`src/rtl/mips_issue_ctrl.sv`:
```
// -----------------------------------------------------------------------------
// mips_issue_ctrl
//
// Issue sequencer in front of the multi-cycle MIPS execution core. It buffers
// instruction/output_reg pairs in a small FIFO and issues them one at a time to
// the core, with exactly one instruction in flight. The core has a variable
// latency (the GCD path can take many cycles). Each result goes back to the
// requester through a ready/valid response port.
//
// A watchdog bounds the time spent waiting for the core. If the core stays
// silent for TIMEOUT cycles, the block returns a timeout response. Once that
// response is accepted, the block parks in HALT until the next reset.
//
// Parameters
//   DEPTH    FIFO entries (power of 2, >= 2)
//   TIMEOUT  max cycles spent waiting for the core before the watchdog fires
//   CNT_W    width of the saturating statistics counters
//
// Ports
//   clk, rst                    clock, synchronous active-high reset
//   req_valid/req_ready         request handshake; req_ready = !full && !HALT
//   req_instr, req_oreg         instruction word and output_reg selector
//   core_in_valid               one-cycle issue pulse to the core
//   core_instruction/_output_reg FIFO head, driven while core_in_valid
//   core_out_valid, core_fail   core result strobe and instruction_fail flag
//   core_out                    {out_4,out_3,out_2,out_1} from the core
//   rsp_valid/rsp_ready         response handshake, response held until taken
//   rsp_data                    captured core_out (0 on fail or timeout)
//   rsp_fail, rsp_timeout       core failure / watchdog flags for the response
//   halted                      block is parked after a watchdog timeout
//   issue_cnt, fail_cnt         saturating statistics counters
// -----------------------------------------------------------------------------
module mips_issue_ctrl #(
  parameter int DEPTH   = 4,
  parameter int TIMEOUT = 64,
  parameter int CNT_W   = 16
) (
  input  logic             clk,
  input  logic             rst,
  input  logic             req_valid,
  output logic             req_ready,
  input  logic [31:0]      req_instr,
  input  logic [19:0]      req_oreg,
  output logic             core_in_valid,
  output logic [31:0]      core_instruction,
  output logic [19:0]      core_output_reg,
  input  logic             core_out_valid,
  input  logic             core_fail,
  input  logic [63:0]      core_out,
  output logic             rsp_valid,
  input  logic             rsp_ready,
  output logic [63:0]      rsp_data,
  output logic             rsp_fail,
  output logic             rsp_timeout,
  output logic             halted,
  output logic [CNT_W-1:0] issue_cnt,
  output logic [CNT_W-1:0] fail_cnt
);

  localparam int AW = $clog2(DEPTH);
  localparam int TW = $clog2(TIMEOUT);
  localparam logic [TW-1:0] TIMER_LAST = TW'(TIMEOUT - 1);
  localparam logic [AW:0]   FULL_CNT   = (AW+1)'(DEPTH);

  typedef enum logic [2:0] {
    IDLE,
    ISSUE,
    WAIT,
    RESP,
    HALT
  } state_t;

  state_t state;

  // Counters stick at all-ones instead of wrapping.
  function automatic logic [CNT_W-1:0] sat_inc(input logic [CNT_W-1:0] c);
    return (&c) ? c : c + CNT_W'(1);
  endfunction

  logic [51:0]   fifo_mem [DEPTH];
  logic [AW-1:0] wr_ptr;
  logic [AW-1:0] rd_ptr;
  logic [AW:0]   count;
  logic [TW-1:0] timer;
  logic          full;
  logic          push;
  logic          pop;
  logic [51:0]   head;

  // Same-cycle push at full is refused even if a pop happens in that cycle.
  // Masking with rst keeps a request offered during reset from looking
  // accepted.
  assign full      = (count == FULL_CNT);
  assign req_ready = !rst && !full && (state != HALT);
  assign push      = req_valid && req_ready;
  assign pop       = (state == ISSUE);
  assign head      = fifo_mem[rd_ptr];

  // Core-facing and status outputs decode straight from the state register.
  // That keeps core_in_valid glitch-free and confined to ISSUE.
  assign core_in_valid    = (state == ISSUE);
  assign core_instruction = core_in_valid ? head[51:20] : '0;
  assign core_output_reg  = core_in_valid ? head[19:0]  : '0;
  assign rsp_valid        = (state == RESP);
  assign halted           = (state == HALT);

  // ---- request FIFO: storage ----
  always_ff @(posedge clk) begin
    if (push) begin
      fifo_mem[wr_ptr] <= {req_instr, req_oreg};
    end
  end

  // ---- request FIFO: pointers and occupancy ----
  always_ff @(posedge clk) begin
    if (rst) begin
      wr_ptr <= '0;
      rd_ptr <= '0;
      count  <= '0;
    end else begin
      if (push) begin
        wr_ptr <= wr_ptr + AW'(1);
      end
      if (pop) begin
        rd_ptr <= rd_ptr + AW'(1);
      end
      case ({push, pop})
        2'b10:   count <= count + (AW+1)'(1);
        2'b01:   count <= count - (AW+1)'(1);
        default: ;
      endcase
    end
  end

  // ---- issue / wait / respond sequencer ----
  always_ff @(posedge clk) begin
    if (rst) begin
      state       <= IDLE;
      timer       <= '0;
      rsp_data    <= '0;
      rsp_fail    <= 1'b0;
      rsp_timeout <= 1'b0;
      issue_cnt   <= '0;
      fail_cnt    <= '0;
    end else begin
      case (state)
        IDLE: begin
          if (count != '0) begin
            state <= ISSUE;
          end
        end
        ISSUE: begin
          issue_cnt <= sat_inc(issue_cnt);
          timer     <= '0;
          state     <= WAIT;
        end
        WAIT: begin
          // A real result beats the watchdog when both land in the same cycle.
          if (core_out_valid) begin
            rsp_data    <= core_fail ? '0 : core_out;
            rsp_fail    <= core_fail;
            rsp_timeout <= 1'b0;
            if (core_fail) begin
              fail_cnt <= sat_inc(fail_cnt);
            end
            state <= RESP;
          end else if (timer == TIMER_LAST) begin
            rsp_data    <= '0;
            rsp_fail    <= 1'b0;
            rsp_timeout <= 1'b1;
            state       <= RESP;
          end else begin
            timer <= timer + TW'(1);
          end
        end
        RESP: begin
          if (rsp_ready) begin
            state <= rsp_timeout ? HALT : IDLE;
          end
        end
        HALT: begin
          state <= HALT;
        end
        default: begin
          state <= IDLE;
        end
      endcase
    end
  end

endmodule

```
`config.mk`:
```
export PLATFORM = sky130hd
export DESIGN_NAME = mips_issue_ctrl
export DESIGN_NICKNAME = d
export VERILOG_FILES = /design/src/rtl/mips_issue_ctrl.sv
export SDC_FILE = /design/constraint.sdc
export NUM_CORES = 1
export LEC_CHECK = 0
export CAP_MARGIN = 30
export CORE_ASPECT_RATIO = 1.75
export CORE_MARGIN = 5
export CORE_UTILIZATION = 54
export DETAILED_ROUTE_END_ITERATION = 10
export PLACE_DENSITY_LB_ADDON = 0.08
export RECOVER_POWER = 25
export SLEW_MARGIN = 0
export SYNTH_ARGS = -nofsm -noshare
export SYNTH_HDL_FRONTEND = slang
export SYNTH_SLANG_ARGS = --single-unit
```
`constraint.sdc`:
```
create_clock -name clk -period 5.94 [get_ports clk]
set_input_delay 0.594 -clock clk [delete_from_list [all_inputs] [get_ports clk]]
set_output_delay 0.594 -clock clk [all_outputs]
set_load 0.05 [all_outputs]
```
# Word level (Yosys, flattened, before mapping)
# Memory sizes are Yosys's and may differ from the RTL's. A register that Yosys moved wholly into a read port is not among the register bits.
# Cells that the tools add are included.
# W data, S select, Z words.
# word_totals
reg_bits	114
latchBits	0
ram_bits	208
mem_bits_ro	0
in_bits	122
out_inout_bits	154
wordCells	74
n_memories	1
# memory_table
memory	depth	word_bits	rd	rd_clocked_by_memory_dff	wr	line	source
fifo_mem	4	52	1	1	1	80	logic [51:0] fifo_mem [DEPTH];
# classes
add_sub_neg	7
mul	0
div_mod_pow	0
order_cmp	0
n_eq_ne	14
n_shift	0
n_mux	23
bitwise_logic	2
n_reduce_logical	17
# op_table
cell	count
$mux W64	3
$add A16 B1 Y16 const B	2
$mux W32	1
$reduce_and A16 Y1	2
$mux W20	1
$mux W3	5
$pmux W3 S5	1
$mux W6	2
$pmux W6 S2	1
$add A6 B1 Y6 const B	1
$eq A3 B2 Y1 const B	2
$eq A3 B3 Y1 const B	2
$eq A6 B6 Y1 const B	1
$mux W1	6
$ne A2 B2 Y1 const B	3
$ne A3 B3 Y1 const B	2
$pmux W3 S2	1
$reduce_and A3 Y1	2
$reduce_bool A2 Y1	3
$add A2 B1 Y2 const B	2
$mux W2	2
$reduce_and A2 Y1	2
$reduce_and A4 Y1	1
$add A3 B1 Y3 const B	1
10 further kinds	14

# Logic depth before layout (Yosys ltp)
# logic_depth
word_depth	7
depth_mapped	11
mapped_depth_nobuf	9

# Worst setup path after synthesis
# OpenSTA, ideal clock, no wires.
# synth_path
path_kind	reg-to-reg
start	register state[2]
end	register count[2]
setup_time_ns	0.070
arrival_ns	3.402
slack_ns	2.468
path_stages_with_launch	10
path_cell_list	dfxtp_1 nor3b_1 nor4b_1 inv_1 ha_1 inv_1 fa_1 xor2_1 or3_1 a21oi_1
# synth_via
elab_chain_cells	5
elab_cells_between_ends	8
cone_classes	eq/ne: 4; mux: 1; reduce/logical: 3
# synth_rtl
element	line	source
from (decl)	73	state_t state;
from (signal assigned)	178	state <= rsp_timeout ? HALT : IDLE;
$ne A3 B3 Y1	94	assign req_ready = !rst && !full && (state != HALT);
$logic_and A1 B1 Y1	94	
$logic_and A1 B1 Y1	95	assign push = req_valid && req_ready;
$eq A2 B1 Y1 or $eq A2 B2 Y1 (tied branches)	127	case ({push, pop})
$pmux W3 S2 or $reduce_bool A2 Y1 (tied branches)	-	
to (signal assigned)	128	2'b10: count <= count + (AW+1)'(1);
to (signal assigned)	129	2'b01: count <= count - (AW+1)'(1);
to (decl)	83	logic [AW:0] count;
# Parallel ways exist; a longest one is shown, timed or not.
# A chain may end at the register's enable or synchronous reset.

# Worst setup path in the final report
# layout_path
start	register state[0]
end	output port core_output_reg[9]
# layout_via
elab_chain_cells	2
# layout_rtl
element	line	source
$eq A3 B1 Y1	101	assign core_in_valid = (state == ISSUE);
$mux W20	103	assign core_output_reg = core_in_valid ? head[19:0] : '0;
to (decl)	46	output logic [19:0] core_output_reg,
# Every way passes these cells.

==> summary.md <==
| Metric | Value |
|---|---|
| DR iter-0 viols | 634 |
| Largest area contributor in the netlist | edfxtp_1 |
| Status | finished clean |
| Final period utilization | 68.0% |
| Synth Register Bits | 324 |
| Gr usage total | 21.5% |
| Post-synth EDFFs | 208 |
| Layout cells sized above 1 | 12.4% |
| Final setup violating endpoints | 0 |
| CP Launch Type | register |
| Final instance area | 16500 um^2 |
| Sequential group share of total power | 45.1% |
| DP Cell Count | ~1300 |
| Final Core Density | 72.6% |
| Worst-Skew Late Latency | 550 ps |
| Top delay family on crit path | buffers and inverters |
| CP max stage delay | between 800 and 900 ps |
| Leak | 5.48 nW |
| Clock Sinks | 324 |
| Die W | 125 um |
| Hpwl dp | 19400 um |
| Number of post-CTS setup repair buffers | 0 |
| Slowest cell on crit path | clkdlybuf4s50_1 |
| Via density | 5.69 |
| Most common cell in the netlist | edfxtp_1 |
| Unrepaired setup endpoints after global routing | no |
| Asr flop ratio synth | 0% |
| Slew @ Worst Pin | between 900 and 1000 ps |
| NetSw | 1.58 mW |
| WL/cell | ~21 um |
| DRC viols | 0 |
| Die height | 211 um |
| Hold Path Class | register to register |
| Fin. Hold Viols | 0 |
| Die area | 26300 um^2 |
| Row Count | 73 |
| Post-cts sizing count | 0 |
| Commonest cells post-synth | edfxtp_1 (208), dfxtp_1 (116), a22o_1 (64) |
| Crit path DAT | between 3000 and 4000 ps |
| Cell Area, Placed | 15500 um^2 |
| Initial Utilization | 54.7% |
| Logic pwr share | 22.0% |
| Num CTS Buffers | 29 |
| Period minus WS final | between 4000 and 5000 ps |
| Ys flop type | edfxtp_1 |
| Critical path endpoint category | output pin |
| Largest net degree at the start of global routing | 68 |
| Seq/Total Area, Yosys | between 60% and 70% |
| Final WL | 29100 um |
| Htree depth | 1 |
| WS Path Type | register to output pin |
| Clock Skews | roughly 18 ps |
| Synth top area share | 50.2% |
| Worst-path clk slew | 60 ps |
| F_max | ~0.25 GHz |
| Library cells used by synthesis | 61 |
| Max cap viols | 0 |
| Clock power frac | 32.9% |
| Int Power | 4.12 mW |
| Critical Path Fanout Max | 67 |
| Root Driver | clkbuf_16 |
| Cts-stage hold buffer count | 0 |
| Max-slew violations | 0 |
| Syn Inst Count | 798 |
| Setup_tns | 0 ps |
| CTS tree | built |
| Top post-synthesis cells by area | edfxtp_1 (50%), dfxtp_1 (19%), mux4_2 (9.4%) |
| Initial antenna violation count | 2 |
| Core Region | 22700 um^2 |
| Worst Path Buf+Inv | 2 |
| Worst vdd ir | 317 uV |
| GPL Wtd Cong | ~0.86 |
| Grt total ovfl | 0 |
| Syn. warnings | 0 |
| Layout Nets | between 1000 and 1500 |
| Req. time, crit path | approximately 5400 ps |
| Layout Area Growth over Synthesis | 32.5% |
| Vias after detailed routing | 7937 |
| Max Buffers Root-to-Sink | 3 |
| Critical path cell sequence | or3b_1 -> inv_2 -> and2_1 -> clkdlybuf4s50_1 |
| Sw Ratio | between 20% and 30% |
| Worst Hold Margin | 469 ps |
| Iteration count of the initial detailed-routing pass | 5 |
| Synth Net Count | 929 |
| PD cells | between 300 and 400 nW/um^2 |
| Fillers | ~1500 |
| Final ANT Viol Nets | 0 |
| Vias in the first global route | 8224 |
| Synth Cell Area | 12500 um^2 |
| First-pass GRT wire length | 45200 um |
| Cell Count, Final, Fillers Out | 1396 |
| Top Ports | 276 |
| Synthesized area per cell | 15.6 um^2 |
| Worst rel slew slack | 38.0% |
| Buffers added on ports | 275 |
[through the flow]
step                setup WS, ps  power, mW
floorplan                   2470       3.45
global placement            2340       3.87
detailed placement          2210       3.89
CTS                         1810       5.77
global route                1650       5.94
finish                      1900       5.70
[worst paths after layout]
kind,from,cells after the start,slack [ps],to
max reg2reg,state[0]$_SDFFE_PP0P_,8,2670,count[2]$_SDFFE_PP0P_
max,state[0]$_SDFFE_PP0P_,4,1900,core_output_reg[9]
min,rsp_fail$_SDFFE_PP0P_,1,470,rsp_fail$_SDFFE_PP0P_
min reg2reg,rsp_fail$_SDFFE_PP0P_,1,470,rsp_fail$_SDFFE_PP0P_
[per-layer routing]
| metal | wire length, um | global-route usage [%] |
|---|---|---|
| met5 | 0 | 0 |
| met4 | 597 | 5.98 |
| met3 | 1600 | 3.42 |
| met2 | 15900 | 39.5 |
| met1 | 11000 | 26.2 |
[final cells by class]
class                           count  area [um^2]  area share (%)
Inverter                           13         48.8           0.296
Clock buffer                       42          865            5.24
Tap cell                          300          375            2.27
Timing Repair Buffer              288         2860            17.3
Antenna cell                        2         5.00          0.0303
Clock inverter                     12          115           0.698
Sequential cell                   324         8570            52.0
Multi-Input combinational cell    415         3660            22.2
[registers in the layout, indices dropped and copies added (netlist names), named ones only]
name         flops
timer            6
state            3
rsp_fail         1
wr_ptr           2
count            3
rsp_timeout      1
issue_cnt       16
fail_cnt        16
fifo_mem       208
rd_ptr           2
rsp_data        64
[layout by cell type, fill, tap and decap left out, types with 3 or more instances in the layout]
master / count
inv_1: 14
o21a_1: 3
nor3_1: 14
clkinv_2: 5
o211ai_1: 3
a21oi_1: 28
and2_2: 4
nor2b_1: 5
or3_1: 9
and3_1: 3
o31ai_1: 9
buf_4: 11
nand2_1: 22
xor2_1: 3
nor2_1: 19
mux4_2: 52
nor4_1: 6
or4_1: 12
nand3_1: 19
clkbuf_1: 4
dfxtp_1: 114
clkdlybuf4s50_1: 229
a31oi_1: 3
edfxtp_1: 208
dlygate4sd3_1: 45
ha_1: 8
o41ai_1: 4
clkbuf_16: 29
o21ai_0: 16
and2_1: 54
clkbuf_8: 9
nand4_1: 10
nor3b_1: 4
a22o_1: 64
[cell families after synthesis]
| kind of cell | after synthesis | synth area share [%] |
|---|---|---|
| AOI/OAI and AO/OA | 148 | 8.88 |
| muxes | 55 | 9.67 |
| xor gates and xnor gates | 5 | 0.352 |
| adders and majority gates | 9 | 0.965 |
| buffers and inverters | 59 | 2.00 |
| and+or+nand+nor | 198 | 9.32 |
| DFF | 324 | 68.8 |
[power by group through the flow]
stage	logic (mW)	registers [mW]	clock network, mW
after detailed placement	1.27	2.62	0
after floorplan	0.811	2.64	0
final	1.25	2.57	1.87
after global routing	1.33	2.59	2.02
after CTS	1.28	2.57	1.92
after global placement	1.20	2.67	0
No activity file was read; power rests on OpenSTA's default activity.
